$ cat src/rtl/cpu_clock_controller.sv
// Run-control scheduler for the core's divided clock: issues one-cycle cpu_ce pulses
// every 2^div_q input clocks, with RUN / HALT / single-STEP and breakpoint halting.
module cpu_clock_controller #(
    parameter int MAX_DIV_SEL = 15,
    parameter int CE_CNT_W    = 32,
    parameter bit RESET_RUN   = 1'b0
) (
    input  logic                in_clk,
    input  logic                rst,
    input  logic [3:0]          div_sel,
    input  logic                run_req,
    input  logic                halt_req,
    input  logic                step_req,
    input  logic                bp_hit,
    input  logic                cnt_clr,
    output logic                cpu_ce,
    output logic [1:0]          state,
    output logic                halted_by_bp,
    output logic [CE_CNT_W-1:0] ce_count
);

    localparam int CNT_W = (MAX_DIV_SEL > 0) ? MAX_DIV_SEL : 1;

    typedef enum logic [1:0] {
        ST_HALT = 2'b00,
        ST_RUN  = 2'b01,
        ST_STEP = 2'b10
    } run_state_t;

    run_state_t          state_q, state_n;
    logic [CNT_W-1:0]    cnt, cnt_n;
    logic [3:0]          div_q, div_q_n;
    logic                ce_q, ce_n;
    logic                hbp_q, hbp_n;
    logic                bp_skip, bp_skip_n;
    logic                step_prev;
    logic [CE_CNT_W-1:0] count_q, count_n;

    logic [3:0]          div_clamped;
    logic [CNT_W-1:0]    cnt_last;
    logic                at_last;
    logic                step_rise;
    logic                pulse;

    // Compare in 32 bits so the clamp stays well-formed even when MAX_DIV_SEL is 15.
    assign div_clamped = (32'(div_sel) > 32'(MAX_DIV_SEL)) ? 4'(MAX_DIV_SEL) : div_sel;
    assign cnt_last    = CNT_W'((32'd1 << div_q) - 32'd1);
    assign at_last     = (cnt == cnt_last);
    assign step_rise   = step_req & ~step_prev;

    always_comb begin
        state_n   = state_q;
        cnt_n     = cnt;
        div_q_n   = div_q;
        hbp_n     = hbp_q;
        bp_skip_n = bp_skip;
        pulse     = 1'b0;

        case (state_q)
            ST_HALT: begin
                // Leaving a breakpoint halt arms bp_skip so the resumed core can step past it.
                if (!halt_req && (run_req || step_rise)) begin
                    state_n   = run_req ? ST_RUN : ST_STEP;
                    cnt_n     = '0;
                    div_q_n   = div_clamped;
                    bp_skip_n = hbp_q;
                    hbp_n     = 1'b0;
                end
            end
            ST_RUN, ST_STEP: begin
                if (halt_req) begin
                    state_n = ST_HALT;
                    cnt_n   = '0;
                    hbp_n   = 1'b0;
                end else if (at_last) begin
                    if (bp_hit && !bp_skip) begin
                        state_n = ST_HALT;
                        cnt_n   = '0;
                        hbp_n   = 1'b1;
                    end else begin
                        pulse     = 1'b1;
                        cnt_n     = '0;
                        bp_skip_n = 1'b0;
                        if (state_q == ST_STEP) begin
                            state_n = ST_HALT;
                        end else begin
                            div_q_n = div_clamped;
                        end
                    end
                end else begin
                    cnt_n = cnt + 1'b1;
                end
            end
            default: begin
                state_n = ST_HALT;
                cnt_n   = '0;
            end
        endcase

        ce_n = pulse;

        if (cnt_clr) begin
            count_n = pulse ? CE_CNT_W'(1) : '0;
        end else if (pulse) begin
            count_n = count_q + 1'b1;
        end else begin
            count_n = count_q;
        end
    end

    always_ff @(posedge in_clk) begin
        if (rst) begin
            state_q   <= RESET_RUN ? ST_RUN : ST_HALT;
            cnt       <= '0;
            div_q     <= '0;
            ce_q      <= 1'b0;
            hbp_q     <= 1'b0;
            bp_skip   <= 1'b0;
            step_prev <= 1'b1;
            count_q   <= '0;
        end else begin
            state_q   <= state_n;
            cnt       <= cnt_n;
            div_q     <= div_q_n;
            ce_q      <= ce_n;
            hbp_q     <= hbp_n;
            bp_skip   <= bp_skip_n;
            step_prev <= step_req;
            count_q   <= count_n;
        end
    end

    assign cpu_ce       = ce_q;
    assign state        = state_q;
    assign halted_by_bp = hbp_q;
    assign ce_count     = count_q;

endmodule

$ cat config.mk
export PLATFORM = sky130hd
export DESIGN_NAME = cpu_clock_controller
export DESIGN_NICKNAME = d
export VERILOG_FILES = /design/src/rtl/cpu_clock_controller.sv
export SDC_FILE = /design/constraint.sdc
export NUM_CORES = 1
export LEC_CHECK = 0
export CORE_ASPECT_RATIO = 0.75
export CORE_MARGIN = 2
export CORE_UTILIZATION = 47
export CTS_CLUSTER_SIZE = 24
export DETAILED_ROUTE_END_ITERATION = 8
export GPL_TIMING_DRIVEN = 0
export PLACE_DENSITY = 0.76
export SKIP_LAST_GASP = 1
export SLEW_MARGIN = 20
export SYNTH_ARGS = -nofsm -noshare
export SYNTH_HDL_FRONTEND = slang
export SYNTH_SLANG_ARGS = --single-unit
$ cat constraint.sdc
create_clock -name in_clk -period 5.1 [get_ports in_clk]
set_input_delay 1.53 -clock in_clk [delete_from_list [all_inputs] [get_ports in_clk]]
set_output_delay 1.53 -clock in_clk [all_outputs]
set_load 0.02 [all_outputs]
==> results of run 1 <==
routing by layer:
layer / share of wire, % / routed length [µm]
met1: 48 / 4355
met5: 0 / 0
met2: 44 / 3958
met4: 1.4 / 127
met3: 6.5 / 585
cell families after synthesis:
kind of cell             after synthesis  synth area share, %
AND/OR/NAND/NOR                      189                30.81
adder cells (fa/ha/maj)                6                2.230
AO/OA/AOI/OAI                         94                19.92
flip-flops                            57                33.89
buffers and inverters                 43                5.908
XOR/XNOR                              21                5.463
multiplexers                           6                1.784
registers in the layout (all words and copies together) (netlist names):
name          flops
ce_count         32
halted_by_bp      1
step_prev         1
bp_skip           1
cnt              15
state             2
div_q             4
cpu_ce            1
area by class of cell:
type                            count  area (µm²)
Fill cell                         612        2713
Inverter                           19       71.32
Timing Repair Buffer               46       460.4
Clock inverter                      7       77.57
Buffer                             24       127.6
Clock buffer                        9       123.9
Sequential cell                    57        1141
Multi-Input combinational cell    316        2027
Tap cell                           98       122.6
power by group through the flow:
stage | registers (µW) | clock network [µW] | logic, µW
after floorplan | 526 | 0 | 735
after global placement | 526 | 0 | 918
after detailed placement | 526 | 0 | 938
after CTS | 516 | 444 | 942
after global routing | 523 | 469 | 1030
final | 517 | 439 | 953
worst max path at each step:
stage,startpoint,to,depth (start not counted),slack [ps]
final,div_q[3],ce_count[0],12,1690
after global routing,div_q[3],ce_count[29],11,1480
after CTS,div_q[3],div_q[1],11,1740
after detailed placement,halt_req,ce_count[16],6,1480
after global placement,halt_req,ce_count[7],7,1540
after floorplan,div_q[3],cnt[9],9,2150
worst min-delay path: stages (launching register included):
cell and delay (ps):
dfxtp_1 320, nand2_1 50, mux2i_1 50
through the flow:
stage	total power (µW)	instances	hold WS [ps]	setup slack, ps
global placement	1443	560	461.9	1539
detailed placement	1463	560	472.5	1481
finish	1909	576	473.6	1687
CTS	1902	576	481.7	1735
floorplan	1261	416	452.0	2147
global route	2023	576	498.9	1477
layout by cell type, fill, tap and decap left out, types with 10 or more instances in the layout:
master           Yosys  layout
or3_1               16      16
inv_1               18      18
clkdlybuf4s50_1      0      46
and3_1              12      12
xor2_1              12      12
clkbuf_1            11      11
dfxtp_1             57      57
o21ai_0             14      14
nor3_1              10      10
a21oi_1             28      28
nor2_1              26      26
nand2_1             47      47
nand3_1             19      19
==> results_dict.tcl, run 1 <==
set metrics [dict create \
    status "complete, no violations" \
    clock_latency_ps 340 \
    clkPwrFrac_pct 23.0 \
    synth.top_cell.area_share_pct 33.89 \
    finalSetupTns_ps 0 \
    path_max_fanout 10 \
    critical_path_buf_inv_count 3 \
    drive_gt1_share_pct 8.996 \
    grtUsageMet2_pct 35.86 \
    async_reset_ff_share_pct 0 \
    routed_wl_um 9027 \
    ioPinCount 47 \
    worstHoldPathCells 2 \
    reg2reg_to "ce_count[0]" \
    worstRegToRegCells 12 \
    yosysMostFrequentCell "dfxtp_1" \
    cts_root_buf "clkbuf_8" \
    switchingPower_uw 806.2 \
    critPathTopFamily "simple AND/OR/NAND/NOR gates" \
    crit_path_cell_trace "or4_1 -> ha_1 -> buf_2 -> and4_1 -> o21a_1 -> nor4_1 -> nor3b_2 -> and4_1 -> buf_2 -> buf_2 -> xnor2_1 -> nor2_1" \
    arrival_ps 3640 \
    postRouteAntennaNets 0 \
    fin_skew_ps 7.677 \
    routedWlPerCell_um 15.67 \
    path_clk_slew_ps 80 \
    cp-start-kind "register" \
    utilization_pct 60.48 \
    track_usage_pct 24.22 \
    n_antenna_cell 0 \
    syn_area_mm2 0.003367 \
    ys_types 61 \
    cts_tree "done" \
    gp_congestion 0.9038 \
    path_class "reg2reg" \
    synth_ff_type "dfxtp_1" \
    viasPerCell 5.911 \
    syn_inst 416 \
    dr.first_iter.drc_count 185 \
    design_area_mm2 0.004151 \
    yosysSeqAreaShare_pct 33.89 \
    synth_seq_cells 57 \
    r2r_setup_slack_ps 1690 \
    p_per_area_mw_per_mm2 459.9 \
    drv_slew 0 \
    grt_overflow 0 \
    finalCriticalPeriod_ps 3413 \
    design.core.area_mm2 0.006864 \
    setup_violations 0 \
    hp-start "ce_count[22]" \
    met1_usage_pct 34.19 \
    ctsResizeCount 0 \
    cts_max_level 3 \
    switching_share_pct 42.23 \
    grt_setup_unrepaired "false" \
    p_seq_share_pct 27.1 \
    vias 3405 \
    max-vdd-ir-drop_mv 0.2828 \
    drc 0 \
    max_stage_delay_ps 590 \
    p_comb_share_pct 49.9 \
    first_global_vias 3219 \
    slew_headroom_pct 59.42 \
    ys_top_cells_by_area "dfxtp_1 34%, nand2_1 5.2%, a21oi_1 4.2%" \
    rr_startpoint "div_q[3]" \
    grt_max_degree 13 \
    worstHoldEndpoint "ce_count[22]" \
    p_int_uw 1103 \
    die_area_mm2 0.007864 \
    busiest_layer "met2" \
    placed_area_mm2 0.003950 \
    yosysWarnings 0 \
    first_pass_iters 7 \
    antenna_found_initial 0 \
    drv_cap 0 \
    cts_buffers 9 \
    clock_path_buffers 2 \
    synth_common_cells "57 x dfxtp_1, 47 x nand2_1, 28 x a21oi_1" \
    grt_pass1_wl_um 15140 \
    dieHeight_um 77.30 \
    initial_core_util_pct 49.05 \
    hp-class "reg2reg" \
    post-route-period-util_pct 66.92 \
    dp_hpwl_um 6521 \
    clock_sinks 57 \
    synth_top_area_cell "dfxtp_1" \
    hold_viol_final 0 \
    crit_top_cell "buf_2" \
    row_count 26 \
    cts_setup_buffers 0 \
    io_buffers 46 \
    slowest_stage "or4_1" \
    synth_edf_count 0 \
    nNetsFinal 490 \
    die_w_um 101.7 \
    grtUsageMet3_pct 6.016 \
    syn_avg_cell_area_um2 8.094 \
    syn_to_final_growth_pct 23.30 \
    power_leakage_uw 0.001393 \
    cts_hold_buf 0 \
    tightest_slew_ps 605.1 \
    required_ps 5320 \
    synth_fp_nets 433 \
    end_kind "register" \
    max_freq_mhz 293.0 \
]
Power figures use the tool's default switching activity.
==> run 2, diff against run 1 <==
- PLACE_DENSITY: 0.76 -> 0.79
- clock period: 5.1 -> 3.1 ns (I/O delays scaled with it)
==> run 2 against run 1 <==
Compared with the run above:
- the run now ends with setup timing left
- global-route usage decreased by 0.30 points
- clock power increased by 63%
- sequential share of layout area down 1.4 points
- die area is the same
- first-iteration DRC count up 19%
- clock skew is 1.3 ps higher
- largest cell class unchanged
- highest routed layer unchanged
==> results_dict.tcl, run 2 (same netlist as run 1, synthesis figures left out) <==
set metrics [dict create \
    n_antenna_cell 0 \
    design_area_mm2 0.004399 \
    cts_max_level 3 \
    layout_commonest_cell "dfxtp_1" \
    path_max_fanout 10 \
    die_area_mm2 0.007864 \
    cts_root_buf "clkbuf_8" \
    ioPinCount 47 \
    drv_slew 0 \
    crit_path_cell_trace "or4_4 -> ha_4 -> xnor2_1 -> o221ai_1 -> a211oi_2 -> or4b_4 -> o41ai_4 -> buf_6 -> nor2_1" \
    drc 0 \
    postRouteAntennaNets 0 \
    crit_cells 9 \
    p_seq_share_pct 24.8 \
    whs_ps 487.5 \
    clkPwrFrac_pct 20.3 \
    reg2reg_to "cnt[9]" \
    status "finished, violations left" \
    required_ps 3340 \
    grt_max_degree 13 \
    arrival_ps 3350 \
    track_usage_pct 23.92 \
    path_clk_slew_ps 80 \
    clock_path_buffers 2 \
    power_leakage_uw 0.001464 \
    cts_tree "done" \
    largest_reg_flops 32 \
    placed_area_mm2 0.003950 \
    drv_cap 0 \
    cp-start-kind "register" \
    routedWlPerCell_um 16.34 \
    worstHoldPathCells 2 \
    switchingPower_uw 1501 \
    finalCriticalPeriod_ps 3109 \
    max-vdd-ir-drop_mv 0.5616 \
    setup_violations 11 \
    die_w_um 101.7 \
    slowest_stage "or4_4" \
    hp-class "reg2reg" \
    grt_overflow 0 \
    viasPerCell 5.955 \
    routed_wl_um 9510 \
    setup_slack_ps -9.332 \
    max_stage_delay_ps 560 \
    grt_setup_unrepaired "true" \
    io_buffers 46 \
    nNetsFinal 496 \
    dieHeight_um 77.30 \
    first_pass_iters 5 \
    end_kind "register" \
    switching_share_pct 42.67 \
    design.core.area_mm2 0.006864 \
    critPathTopFamily "simple AND/OR/NAND/NOR gates" \
    hold_viol_final 0 \
    row_count 26 \
    tightest_slew_ps 646.2 \
    max_freq_mhz 321.6 \
    slew_headroom_pct 56.59 \
    gp_congestion 0.8910 \
    fin_skew_ps 8.947 \
    hp-start "ce_count[22]" \
    violations "setup timing" \
    mostFrequentLayoutCells "53 x dfxtp_1, 47 x nand2_1, 46 x clkdlybuf4s50_1" \
    rr_startpoint "div_q[2]" \
    grt_pass1_wl_um 14820 \
    cts_hold_buf 0 \
    post-route-period-util_pct 100.3 \
    clock_latency_ps 340 \
    initial_core_util_pct 49.05 \
    worstHoldEndpoint "ce_count[22]" \
    antenna_found_initial 0 \
    vias 3466 \
    worstRegToRegCells 9 \
    cts_buffers 9 \
    finalSetupTns_ps -64.22 \
    syn_to_final_growth_pct 30.66 \
    drive_gt1_share_pct 14.88 \
    path_class "reg2reg" \
    critical_path_buf_inv_count 1 \
    p_comb_share_pct 54.9 \
    clock_sinks 57 \
    dr.first_iter.drc_count 221 \
    first_global_vias 3057 \
    dp_hpwl_um 6668 \
    p_int_uw 2017 \
    r2r_setup_slack_ps -9 \
    p_per_area_mw_per_mm2 799.6 \
]
run 2: changes by cell type in the layout (fill, tap and decap cells not counted), moves of 2 or more:
cell	delta
dfxtp_2	+3
buf_6	+5
nor4_1	-3
nor3_4	+2
nor4_4	+2
a21oi_1	-3
buf_4	+7
o311ai_1	+2
nor3_1	-2
o311ai_0	-4
a21oi_2	+2
o311ai_2	+2
dfxtp_1	-4
buf_2	-5
run 2: worst max-delay path by stage:
stage              from          end
2_1_floorplan  div_q[3]       cnt[9]
3_3_place_gp   div_q[3]     div_q[0]
3_5_place_dp   div_q[3]     div_q[3]
4_1_cts        div_q[2]  ce_count[9]
5_1_grt        div_q[2]      cnt[10]
6_report       div_q[2]       cnt[9]
run 2: layout make-up:
type | instances | area (µm²)
flip-flops and latches | 57 | 1149
inverters | 19 | 71.32
repair buffers | 52 | 509.2
fillers | 585 | 2465
clock inverters | 7 | 80.08
multi-input cells | 316 | 2185
plain buffers | 24 | 158.9
clock buffers | 9 | 123.9
well taps | 98 | 122.6
run 2: stage by stage:
step	total power (µW)	cells	utilization (%)	worst slack, ps
after floorplan	2075	416	-	147.3
after global placement	2365	560	57.55	-202.4
after detailed placement	2404	560	57.55	-258.1
after CTS	3296	581	62.23	-8.170
after global routing	3744	582	64.09	-99.03
final	3518	582	64.09	-9.332
run 2: power by group through the flow:
stage | sequential (µW) | combinational (µW) | clock [µW]
floorplan | 866 | 1210 | 0
global placement | 864 | 1500 | 0
detailed placement | 863 | 1540 | 0
CTS | 862 | 1710 | 725
global route | 881 | 2100 | 766
finish | 871 | 1930 | 714
run 2: repair_timing:
action                     in CTS  in global routing
gates resized for setup        24                 28
pin swaps                       6                  7
setup endpoints to repair      55                 50
buffers inserted                5                  1
run 2: worst min-delay path: cells and delay by family, from the launching register on:
| family | cells | cell delay [ps] |
|---|---|---|
| AND/OR/NAND/NOR | 1 | 60 |
| flip-flops | 1 | 330 |
| multiplexers | 1 | 60 |
run 2: per-layer routing:
layer / part of all wire (%) / GRT usage, %
met1: 47 / 35.65
met2: 44 / 33.03
met3: 7.6 / 7.019
met4: 1.3 / 6.622
met5: 0 / 0
